**config.mk**
```make
export PLATFORM = sky130hd
export DESIGN_NAME = regfile_wb_port
export DESIGN_NICKNAME = d
export VERILOG_FILES = /design/src/rtl/regfile_wb_port.sv
export SDC_FILE = /design/constraint.sdc
export NUM_CORES = 1
export LEC_CHECK = 0
export ABC_AREA = 1
export BUFFER_PORTS_ARGS = -buffer_cell sky130_fd_sc_hd__buf_2
export CORE_MARGIN = 2
export CORE_UTILIZATION = 53
export DETAILED_ROUTE_END_ITERATION = 8
export GPL_ROUTABILITY_DRIVEN = 0
export HOLD_SLACK_MARGIN = 0.06
export PLACE_DENSITY = 0.83
export SLEW_MARGIN = 25
export SYNTH_ARGS = -nofsm -noshare
export SYNTH_HDL_FRONTEND = slang
export SYNTH_SLANG_ARGS = --single-unit
```
**constraint.sdc**
```tcl
create_clock -name clk -period 3.9 [get_ports clk]
set_clock_uncertainty 0.1 [all_clocks]
set_input_delay 0.39 -clock clk [delete_from_list [all_inputs] [get_ports clk]]
set_output_delay 0.39 -clock clk [all_outputs]
set_load 0.05 [all_outputs]
```
**src/rtl/regfile_wb_port.sv**
```systemverilog
// Register-file write-back port: merges single-cycle ALU results with buffered
// long-latency results; the ALU always wins the port, long results wait in order.
module regfile_wb_port #(
  parameter int unsigned REG_ADDR = 5,
  parameter int unsigned REG_SIZE = 32,
  parameter int unsigned REG_N    = 32,
  parameter int unsigned DEPTH    = 4
) (
  input  logic                             clk,
  input  logic                             reset,
  input  logic                             flush,
  input  logic                             alu_valid,
  input  logic [REG_ADDR-1:0]              alu_reg,
  input  logic [REG_SIZE-1:0]              alu_data,
  input  logic                             lng_valid,
  output logic                             lng_ready,
  input  logic [REG_ADDR-1:0]              lng_reg,
  input  logic [REG_SIZE-1:0]              lng_data,
  output logic                             regwrite,
  output logic [REG_ADDR-1:0]              wreg,
  output logic [REG_SIZE-1:0]              wdata,
  output logic [REG_N-1:0]                 pend_busy,
  output logic [$clog2(DEPTH+1)-1:0]       pend_count
);

  localparam int unsigned PTR_W = $clog2(DEPTH);
  localparam int unsigned CNT_W = $clog2(DEPTH+1);

  logic [REG_ADDR-1:0] r_reg  [DEPTH];
  logic [REG_SIZE-1:0] r_data [DEPTH];
  logic                r_live [DEPTH];
  logic [PTR_W-1:0]    r_rd_ptr;
  logic [PTR_W-1:0]    r_wr_ptr;
  logic [CNT_W-1:0]    r_count;

  logic                r_regwrite;
  logic [REG_ADDR-1:0] r_wreg;
  logic [REG_SIZE-1:0] r_wdata;

  logic w_alu_claim;
  logic w_empty;
  logic w_pop;
  logic w_push_hs;
  logic w_push;

  assign w_alu_claim = alu_valid && (alu_reg != '0);
  assign w_empty     = (r_count == '0);
  assign w_pop       = !w_alu_claim && !w_empty;
  assign lng_ready   = (r_count != CNT_W'(DEPTH));
  // A register-0 result completes the handshake but is never stored.
  assign w_push_hs   = lng_valid && lng_ready && !flush;
  assign w_push      = w_push_hs && (lng_reg != '0);

  assign regwrite   = r_regwrite;
  assign wreg       = r_wreg;
  assign wdata      = r_wdata;
  assign pend_count = r_count;

  // Pending mask covers only occupied, still-live entries.
  always_comb begin
    logic [PTR_W-1:0] w_idx;
    pend_busy = '0;
    w_idx     = '0;
    for (int unsigned k = 0; k < DEPTH; k++) begin
      w_idx = r_rd_ptr + PTR_W'(k);
      if ((CNT_W'(k) < r_count) && r_live[w_idx]) begin
        pend_busy[r_reg[w_idx]] = 1'b1;
      end
    end
    pend_busy[0] = 1'b0;
  end

  always_ff @(posedge clk) begin
    if (reset) begin
      r_regwrite <= 1'b0;
      r_wreg     <= '0;
      r_wdata    <= '0;
      r_rd_ptr   <= '0;
      r_wr_ptr   <= '0;
      r_count    <= '0;
      for (int unsigned i = 0; i < DEPTH; i++) begin
        r_reg[i]  <= '0;
        r_data[i] <= '0;
        r_live[i] <= 1'b0;
      end
    end else begin
      // Port selection; a dead head consumes the cycle without writing.
      if (w_alu_claim) begin
        r_regwrite <= 1'b1;
        r_wreg     <= alu_reg;
        r_wdata    <= alu_data;
      end else if (w_pop) begin
        r_regwrite <= r_live[r_rd_ptr];
        if (r_live[r_rd_ptr]) begin
          r_wreg  <= r_reg[r_rd_ptr];
          r_wdata <= r_data[r_rd_ptr];
        end
      end else begin
        r_regwrite <= 1'b0;
      end

      // WAW squash of older entries; a same-cycle push is younger and stays live.
      for (int unsigned i = 0; i < DEPTH; i++) begin
        if (w_alu_claim && (r_reg[i] == alu_reg)) begin
          r_live[i] <= 1'b0;
        end
      end
      if (w_push) begin
        r_reg[r_wr_ptr]  <= lng_reg;
        r_data[r_wr_ptr] <= lng_data;
        r_live[r_wr_ptr] <= 1'b1;
      end

      if (flush) begin
        r_rd_ptr <= '0;
        r_wr_ptr <= '0;
        r_count  <= '0;
      end else begin
        if (w_pop) begin
          r_rd_ptr <= r_rd_ptr + PTR_W'(1);
        end
        if (w_push) begin
          r_wr_ptr <= r_wr_ptr + PTR_W'(1);
        end
        r_count <= r_count + CNT_W'(w_push) - CNT_W'(w_pop);
      end
    end
  end

endmodule
```
# After elaboration in Yosys (flattened, before gate mapping)
# Memory sizes are Yosys's and may differ from the RTL's. A register that Yosys moved wholly into a read port is not among the register bits.
# Cells that the tools add are included.
# totals
output_inout_bits	74
ff_bits	45
wordCells	121
ram_bits	152
memories	3
input_bits	79
# mem_list
name	depth	width	read_ports	rd_ports_with_merged_regs	wr	line_no	source
r_data	4	32	1	1	4	30	logic [REG_SIZE-1:0] r_data [DEPTH];
r_reg	4	5	8	1	4	29	logic [REG_ADDR-1:0] r_reg [DEPTH];
r_live	4	1	4	1	5	31	logic r_live [DEPTH];
# op_classes
magnitude_cmp	12
reduce_logical	29
add_sub_neg	6
n_eq_ne	5
bitwise	7
n_mux	53
# op_table
op	count
$mux W32	8
$or A32 B32 Y32	3
$reduce_or A32 Y1	1
$mux W1	29
$lt A5 B6 Y1 const B	4
$demux W1 S5	4
$eq A5 B5 Y1	4
$ge A5 B1 Y1 const B	4
$mux W5	4
$logic_and A1 B1 Y1	17
$mux W2	8
$reduce_bool A5 Y1	2
$lt A1 B3 Y1 const A	2
$lt A2 B3 Y1 const A	2
$reduce_or A5 Y1	1
$add A2 B1 Y2 const B	2
$add A2 B2 Y2 const B	2
$or A1 B1 Y1	4
$reduce_bool A2 Y1	2
$add A3 B1 Y3	1
$logic_not A1 Y1	3
$logic_not A3 Y1	1
$ne A3 B3 Y1 const B	1
$sub A3 B1 Y3	1
other kinds (2)	2

# Logic depth before layout (Yosys ltp)
# Gate-level depths: netlist (run 1).
# An unclocked memory read counts as a cell.
# logic_depth
word_depth	12
depth_mapped	14
ltp_nobuf	12

# Worst setup path before layout (run 1)
# Ideal clock, no wire load.
# synth_timing
path_kind	register to register
start	reg r_count[1] (netlist: pend_count[1])
end	mem r_data[3][0] (enable)
arrival_time_ns	3.856
t_required_ns	3.313
path_buffers	0
setup_ns	0.487
path_stages_with_launch	5
period_less_slack_ns	4.443
setup_slack_ns	-0.543
path_cell_list	dfxtp_1 nor3_2 nor2_2 nand2_2 o31ai_1
# synth_rtl
element	line_no	source
start: declaration	34	logic [CNT_W-1:0] r_count;
start signal: assignment	125	r_count <= r_count + CNT_W'(w_push) - CNT_W'(w_pop);
end: declaration	30	

==> results_dict.tcl, run 1 <==
set metrics [dict create \
    status "complete, no violations" \
    design_area_um2 12760 \
    reg2reg_slack_ps 1170 \
    slew_viol_final 0 \
    clockPowerShare_pct 35.9 \
    synth.distinct_cells 40 \
    crit_type "reg -> out" \
    gr-total-overflow 0 \
    largest_register_ffs 128 \
    fin_crit_sh_pct 87.54 \
    cts_sinks 199 \
    crit_arrival_ps 2920 \
    cts_root_buf "clkbuf_16" \
    crit_path_end "pend_busy[2]" \
    startpoint_type "flip-flop" \
    avgSynthCellArea_um2 7.488 \
    swShare_pct 29.37 \
    hold_path.class "in -> reg" \
    avgRoutedWirePerCell_um 16.50 \
    path_delay_family "buffers and inverters" \
    first_pass_iters 7 \
    numPortBuffers 151 \
    fin_crit_ps 3414 \
    p_sw_mw 1.481 \
    dpl_cell_area_um2 12160 \
    die_area_um2 22580 \
    path_common_cell "nand2_1" \
    synth.cell_area_um2 11340 \
    wl_mm 31.68 \
    worst_path_max_delay_cell "buf_4" \
    final_cell_mix "nor2_1 (463), nand2_1 (373), buf_2 (151)" \
    clk_latency_ps 440 \
    synth_fp_nets 1602 \
    cts_made_buffers 17 \
    slew_headroom_pct 32.80 \
    yosysWarnings 0 \
    crit_chain "buf_4 > inv_1 > nand3_1 > nand2_1 > inv_1 > nand2_1 > nor2_2 > nand2_1 > nand4_1 > buf_2" \
    ys_seq_area_share_pct 48.21 \
    grt_max_degree 45 \
    grt_pass1_vias 9892 \
    cts_buffer_depth 2 \
    die_h_um 150.3 \
    syn_inst 1514 \
    syn_to_final_growth_pct 12.58 \
    ios 153 \
    cts_hold_buf 0 \
    routed_via_density 5.518 \
    combPwrFrac_pct 15.6 \
    timing.rr.end "r_data[1][11]$_SDFFCE_PN0P_" \
    drive_above_1_share_pct 16.30 \
    ys_ff_latch 199 \
    irDropWorstVdd_mv 0.3503 \
    fmax_mhz 292.9 \
    p_int_mw 3.563 \
    hold_viol 0 \
    final_nets 1719 \
    cts_resized 0 \
    cts_setup_buffers 0 \
    drv_cap 0 \
    die_w_um 150.3 \
    r2r_start "pend_count[1]$_SDFF_PP0_" \
    grt_first_pass_wirelength_mm 49.70 \
    rsz0062_at_grt "false" \
    powerDensity_nw_per_um2 395.2 \
    r2r_cells 7 \
    synth_top_cell_by_area "edfxtp_1" \
    worst_slew_pin_slew_ps 1008 \
    mostFrequentLayoutCell "nor2_1" \
    post-route-drc-count 0 \
    required_ps 3410 \
    vias 10595 \
    setup_violations 0 \
    drt_iter0_markers 1129 \
    clkTransAtPathRegs_ps 80 \
    core_um2 21020 \
    ant_nets 0 \
    antenna_found_initial 1 \
    crit_buf_inv 4 \
    rows 53 \
    synth_top_area_share_pct 39.20 \
    power_leakage_nw 5.961 \
    crit_path_end_kind "output pin" \
    gr-usage-all-layers_pct 28.42 \
    critPathMaxStageDelay_ps 380 \
    fin_tns_setup_ps 0 \
    h-tree-depth 4 \
    cts_tree "done" \
    initial_core_util_pct 53.93 \
    dp_hpwl_mm 21.39 \
    cp_max_fo 39 \
    yosys-top-cells-area "edfxtp_1 (39%), nor2_1 (15%), nand2_1 (12%)" \
    crit_cells 10 \
    p_seq_share_pct 48.5 \
]
-- per-stage QoR --
stage | cells | hold WS, ps | setup slack, ps | util [%] | power, mW
after floorplan | 1514 | 362.4 | 615.7 | - | 3.043
after global placement | 1887 | 391.5 | 1120 | 57.86 | 3.247
after detailed placement | 1887 | 398.6 | 1054 | 57.86 | 3.264
after CTS | 1919 | 101.4 | 568.5 | 60.70 | 5.036
after global routing | 1919 | 115.8 | 108.4 | 60.70 | 5.209
final | 1920 | 112.6 | 485.9 | 60.72 | 5.044
-- cells in the mapped netlist --
master and n:
buf_6 16, a211oi_1 2, or2_0 1, o31ai_1 1, fa_1 1, o22ai_1 32, ha_1 8, nor2_2 12
nand4_2 1, inv_1 99, nand2_1 373, nor3_2 1, inv_4 2, nand3_2 4, o21ai_4 2, nand3_1 36
nand4_1 15, conb_1 1, o21ai_2 3, buf_4 8, buf_2 28, o21ai_0 105, nor3_1 6, nand2_4 3
o21a_1 1, nor2_1 463, dfxtp_1 51, clkbuf_1 22, o21ai_1 6, xnor2_1 8, inv_6 1, xor2_1 12
a21oi_1 5, edfxtp_1 148, nor2_8 1, inv_2 9, clkinv_1 1, nor2_4 2, buf_1 1, nand2_2 23
-- worst min path at each step --
stage | slack, ps | cells after the start | startpoint | end
finish | 110 | 2 | reset | regwrite$_SDFF_PP0_
global route | 120 | 2 | reset | regwrite$_SDFF_PP0_
CTS | 100 | 2 | reset | regwrite$_SDFF_PP0_
detailed placement | 400 | 2 | wreg[3]$_SDFFE_PP0P_ | wreg[3]$_SDFFE_PP0P_
global placement | 390 | 2 | wreg[2]$_SDFFE_PP0P_ | wreg[2]$_SDFFE_PP0P_
floorplan | 360 | 1 | reset | regwrite$_SDFF_PP0_
-- power by group through the flow --
stage,registers [mW],clock network [mW],logic (mW)
after floorplan,2.60,0,0.442
after CTS,2.45,1.81,0.780
final,2.45,1.81,0.788
after global placement,2.49,0,0.760
after detailed placement,2.49,0,0.774
after global routing,2.46,1.89,0.863
-- per-layer routing --
metal / up-vias / part of all wire, % / global-route usage, %
met5: - / 0 / 0
met3: 127 / 10 / 5.212
met1: 4732 / 38 / 36.55
li1: 5050 / - / -
met4: 0 / 4.3 / 14.67
met2: 686 / 47 / 46.05
-- logic make-up after synthesis --
family | count (synthesis) | share of synthesized area, %
AO/OA/AOI/OAI | 157 | 7.670
XOR/XNOR | 20 | 1.545
adder cells (fa/ha/maj) | 9 | 1.060
buffers and inverters | 187 | 7.913
flip-flops | 199 | 48.21
other | 1 | 0.03308
AND/OR/NAND/NOR | 941 | 33.57
-- layout make-up --
cell class	count	area (µm²)
inverter	112	430.4
multi-input combinational	1128	4989
antenna	1	2.502
clock inverter	13	165.2
timing repair buffer	173	933.4
clock buffer	19	432.9
fill	1766	8258
sequential	199	5466
tap	275	344.1
(Power assumes the default switching activity.)
==> run 2: changes to the inputs <==
Settings changed: ABC_AREA 1 to default, CORE_UTILIZATION 53 to 52.
==> results_dict.tcl, run 2 <==
set metrics [dict create \
    status "complete, no violations" \
    reg2reg_slack_ps 1190 \
    avgRoutedWirePerCell_um 19.88 \
    synthFlopType "edfxtp_1" \
    slew_viol_final 0 \
    async_flop_share_pct 0 \
    grtUsageMet1_pct 30.53 \
    hold_viol 0 \
    cts_sinks 199 \
    nFillCells 1624 \
    clk_latency_ps 430 \
    yosys-top-cells-area "edfxtp_1 (42%), mux4_2 (11%), dfxtp_1 (9.7%)" \
    powerDensity_nw_per_um2 398.7 \
    finalCoreUtilization_pct 60.16 \
    grt_first_pass_wirelength_mm 38.93 \
    cts_hold_buf 0 \
    post-route-drc-count 0 \
    grt_max_degree 75 \
    first_pass_iters 8 \
    synth_top_area_share_pct 42.18 \
    required_ps 3410 \
    dp_hpwl_mm 15.88 \
    r2r_cells 6 \
    routed_via_density 5.818 \
    slew_headroom_pct 34.47 \
    synth.distinct_cells 50 \
    p_int_mw 3.538 \
    initial_core_util_pct 52.58 \
    fin_crit_sh_pct 93.24 \
    antenna_found_initial 4 \
    synth_common_cells "and2_1 (150), edfxtp_1 (148), nor2_1 (66)" \
    timing.rr.end "wreg[2]$_SDFFE_PP0P_" \
    ys_ff_latch 199 \
    setup_violations 0 \
    die_area_um2 21420 \
    cts_resized 0 \
    crit_path_end_kind "output pin" \
    busiest_layer "met2" \
    grtUsageMet2_pct 39.60 \
    power_leakage_nw 4.578 \
    synth_most_common_cell "and2_1" \
    synth.cell_area_um2 10540 \
    drt_iter0_markers 680 \
    final_cell_mix "buf_2 (151), and2_1 (150), edfxtp_1 (148)" \
    drive_above_1_share_pct 32.81 \
    cts_tree "done" \
    fin_crit_ps 3636 \
    p_seq_share_pct 50.7 \
    fmax_mhz 275.0 \
    synth_top_cell_by_area "edfxtp_1" \
    fin_tns_setup_ps 0 \
    cp_max_fo 13 \
    syn_inst 814 \
    combPwrFrac_pct 13.0 \
    gr-total-overflow 0 \
    hold_end "r_data[3][6]$_DFFE_PP_" \
    cts_buffer_depth 2 \
    synth_edf_count 148 \
    swShare_pct 26.39 \
    crit_type "reg -> out" \
    wl_mm 24.41 \
    grt_use_met3_pct 4.406 \
    startpoint_type "flip-flop" \
    syn_to_final_growth_pct 14.42 \
    startpoint "r_rd_ptr[0]$_SDFFE_PP0P_" \
    h-tree-depth 4 \
    ys_seq_area_share_pct 51.87 \
    hold_path.class "in -> reg" \
    p_sw_mw 1.268 \
    grt_pass1_vias 7201 \
    hp-start "lng_data[6]" \
    die_h_um 146.3 \
    crit_arrival_ps 3150 \
    clkTransAtPathRegs_ps 70 \
    rsz0062_at_grt "false" \
    irDropWorstVdd_mv 0.3175 \
    avgSynthCellArea_um2 12.94 \
    cts_root_buf "clkbuf_16" \
    gr-usage-all-layers_pct 23.45 \
    worst_slew_pin_slew_ps 983.0 \
    yosysWarnings 0 \
    final_nets 1029 \
    largest_register_ffs 128 \
    numPortBuffers 151 \
    ant_nets 0 \
    ios 153 \
    hold_depth 2 \
    cts_made_buffers 17 \
    die_w_um 146.3 \
    mostFrequentLayoutCell "buf_2" \
    cts_setup_buffers 0 \
    vias 7144 \
    synth_fp_nets 902 \
    rows 52 \
    clockPowerShare_pct 36.2 \
    drv_cap 0 \
    core_um2 20040 \
]
[run 2: cell types whose count changed after synthesis, moves of 25 or more]
cell / previous run / this run
nand3_1: 36 / 9
and2_1: 0 / 150
mux4_2: 0 / 51
a211oi_2: 0 / 35
mux2i_1: 0 / 34
nor2_1: 463 / 66
o22ai_1: 32 / 7
o21ai_0: 105 / 0
inv_1: 99 / 12
nand2_1: 373 / 30
[run 2: metal layers]
layer  wire [µm]  part of all wire [%]
met1       10190                    42
met2       12110                    50
met3        1545                   6.3
met4         545                   2.2
met5          13                 0.053
[run 2: area by class of cell]
cell class | count | area [µm²] | area share, %
antenna | 4 | 10.01 | 0.08303
clock inverter | 13 | 136.4 | 1.131
sequential | 199 | 5468 | 45.36
multi-input combinational | 545 | 4747 | 39.38
timing repair buffer | 163 | 845.8 | 7.016
tap | 270 | 337.8 | 2.802
inverter | 15 | 56.30 | 0.4670
clock buffer | 19 | 454.2 | 3.768
[run 2: stage by stage]
| step | power [mW] | cells | setup WS (ps) | cell area [µm²] | hold slack, ps |
|---|---|---|---|---|---|
| after floorplan | 2.932 | 814 | 479.8 | 10540 | 358.0 |
| after global placement | 3.093 | 1192 | 828.6 | 11450 | 385.9 |
| after detailed placement | 3.114 | 1192 | 754.9 | 11450 | 407.4 |
| after CTS | 4.837 | 1224 | 290.3 | 12040 | 143.2 |
| after global routing | 4.973 | 1227 | 59.62 | 12050 | 152.0 |
| final | 4.806 | 1228 | 263.8 | 12060 | 162.2 |
[run 2: cells by family after synthesis]
group	Yosys count	share of synthesized area, %
muxes	92	14.88
other	1	0.03559
xor gates and xnor gates	24	1.995
DFF	199	51.87
and+or+nand+nor	303	15.96
AOI/OAI and AO/OA	116	10.74
buffers and inverters	70	3.384
adders and majority gates	9	1.140
[run 2: power groups by stage]
stage / combinational [mW] / sequential [mW] / clock [mW]
floorplan: 0.343 / 2.59 / 0
global route: 0.675 / 2.45 / 1.85
CTS: 0.629 / 2.44 / 1.77
detailed placement: 0.628 / 2.49 / 0
finish: 0.626 / 2.44 / 1.74
global placement: 0.616 / 2.48 / 0
[run 2: worst max path at each step]
stage,endpoint,cells past startpoint,slack [ps]
after global placement,pend_busy[4],6,830
after detailed placement,pend_busy[5],6,750
after CTS,pend_busy[5],6,290
final,pend_busy[6],6,260
after floorplan,r_data[1][0]$_SDFFCE_PN0P_,7,480
after global routing,pend_busy[25],6,60
[run 2: worst max-delay path, cell delays in order, from the launching register on]
cell and delay [ps]:
dfxtp_1 700, buf_4 310, mux4_2 590, nor3_1 510, a22oi_1 190, o221ai_1 110
buf_2 300
==> run 3: changes to the inputs <==
Settings changed: CORE_UTILIZATION 52 to 62, CTS_CLUSTER_DIAMETER from default to 40, PLACE_DENSITY 0.83 to 0.92.
Clock period 3.9 ns to 4.3 ns, I/O delays scaled along.
==> results_dict.tcl, run 3 (synthesized netlist as in run 2, its figures left out) <==
set metrics [dict create \
    status "complete, no violations" \
    fin_crit_sh_pct 89.42 \
    cts_tree "done" \
    grt_pass1_vias 7322 \
    ios 153 \
    setup_violations 0 \
    p_seq_share_pct 51.4 \
    fin_tns_setup_ps 0 \
    power_mw 4.319 \
    ant_nets 0 \
    antenna_found_initial 2 \
    die_area_um2 18050 \
    grt_first_pass_wirelength_mm 39.12 \
    rsz0062_at_grt "false" \
    wl_mm 24.87 \
    p_int_mw 3.209 \
    clockPowerShare_pct 35.4 \
    required_ps 3770 \
    final_cell_mix "buf_2 (151), and2_1 (150), edfxtp_1 (148)" \
    fmax_mhz 260.1 \
    path_delay_family "flip-flops" \
    hold_path.class "in -> reg" \
    cts_buffer_depth 2 \
    cts_setup_buffers 0 \
    avgRoutedWirePerCell_um 21.16 \
    cts_sinks 199 \
    post-route-drc-count 0 \
    final_cells 1175 \
    worst_path_max_delay_cell "dfxtp_1" \
    slew_viol_final 0 \
    cts_made_buffers 17 \
    drt_iter0_markers 758 \
    startpoint_type "flip-flop" \
    gr-usage-all-layers_pct 28.49 \
    fin_crit_ps 3845 \
    path_common_cell "mux2_2" \
    largest_register_ffs 128 \
    die_w_um 134.4 \
    slew_headroom_pct 32.97 \
    vias 7372 \
    die_h_um 134.4 \
    h-tree-depth 4 \
    worst_slew_pin_slew_ps 1005 \
    critPathMaxStageDelay_ps 680 \
    p_sw_mw 1.110 \
    hold_viol 0 \
    cts_root_buf "clkbuf_16" \
    crit_buf_inv 2 \
    first_pass_iters 5 \
    crit_chain "buf_4 > mux2_2 > mux2_2 > nor3b_2 > a22oi_1 > o221ai_1 > buf_2" \
    combPwrFrac_pct 13.2 \
    initial_core_util_pct 63.54 \
    grt_max_degree 75 \
    crit_type "reg -> out" \
    dp_hpwl_mm 16.26 \
    clk_latency_ps 430 \
    clkTransAtPathRegs_ps 70 \
    final_nets 1028 \
    power_leakage_nw 4.579 \
    numPortBuffers 151 \
    multiInputGateArea_um2 4753 \
    cts_hold_buf 0 \
    irDropWorstVdd_mv 0.3192 \
    seqCellArea_um2 5468 \
    drive_above_1_share_pct 32.53 \
    gr-total-overflow 0 \
    dp.cells 1141 \
    powerDensity_nw_per_um2 361.0 \
    syn_to_final_growth_pct 13.55 \
    mostFrequentLayoutCell "buf_2" \
    crit_path_end_kind "output pin" \
    swShare_pct 25.69 \
    routed_via_density 6.274 \
    crit_arrival_ps 3320 \
    drv_cap 0 \
    core_um2 16580 \
    cp_max_fo 12 \
    rows 47 \
    nFillCells 1088 \
    cts_resized 0 \
]
## run 3: worst paths after layout
check	endpoint	start	slack [ps]	cells past startpoint
worst max-delay path	pend_busy[9]	r_rd_ptr[0]$_SDFFE_PP0P_	450	7
worst min-delay path	r_data[3][7]$_DFFE_PP_	lng_data[7]	210	2
worst max register to register	r_data[0][0]$_SDFFCE_PN0P_	pend_count[1]$_SDFF_PP0_	1250	6
worst min register to register	wdata[23]$_SDFFE_PP0P_	wdata[23]$_SDFFE_PP0P_	430	2
## run 3: power groups by stage
stage | logic, mW | clock network, mW | registers [mW]
after CTS | 0.569 | 1.55 | 2.22
after global placement | 0.550 | 0 | 2.25
after global routing | 0.612 | 1.62 | 2.23
after floorplan | 0.311 | 0 | 2.35
final | 0.571 | 1.53 | 2.22
after detailed placement | 0.566 | 0 | 2.26
## run 3: area by class of cell
type                    instances  share of cell area (%)
clock buffers                  22                   3.974
inverters                      15                  0.4706
diodes                          2                 0.04183
multi-input cells             545                   39.73
repair buffers                162                   7.007
well taps                     220                   2.301
clock inverters                10                  0.7739
flip-flops and latches        199                   45.70
## run 3: worst register-to-register path, delay by kind of cell, from the launching register on
kind,cells,cell delay [ps]
buffers and inverters,1,360
AO/OA/AOI/OAI,1,450
AND/OR/NAND/NOR,4,1300
flip-flops,1,440
## run 3: stage by stage
stage          cell area, µm²  hold WS (ps)  setup WS, ps  util (%)
2_1_floorplan           10540         358.0         879.8         -
3_3_place_gp            11380         401.2          1072     68.61
3_5_place_dp            11390         415.7         953.3     68.66
4_1_cts                 11950         189.0         481.8     72.08
5_1_grt                 11960         208.0         304.8     72.14
6_report                11960         211.3         454.9     72.14
## run 3: metal layers
layer  GRT usage (%)  vias up  routed length (µm)
met5               0        -                   0
met4           10.00        0                 475
met3           6.387       47                2287
met2           48.36      454               12370
met1           36.35     3552                9733
li1                -     3319                   -
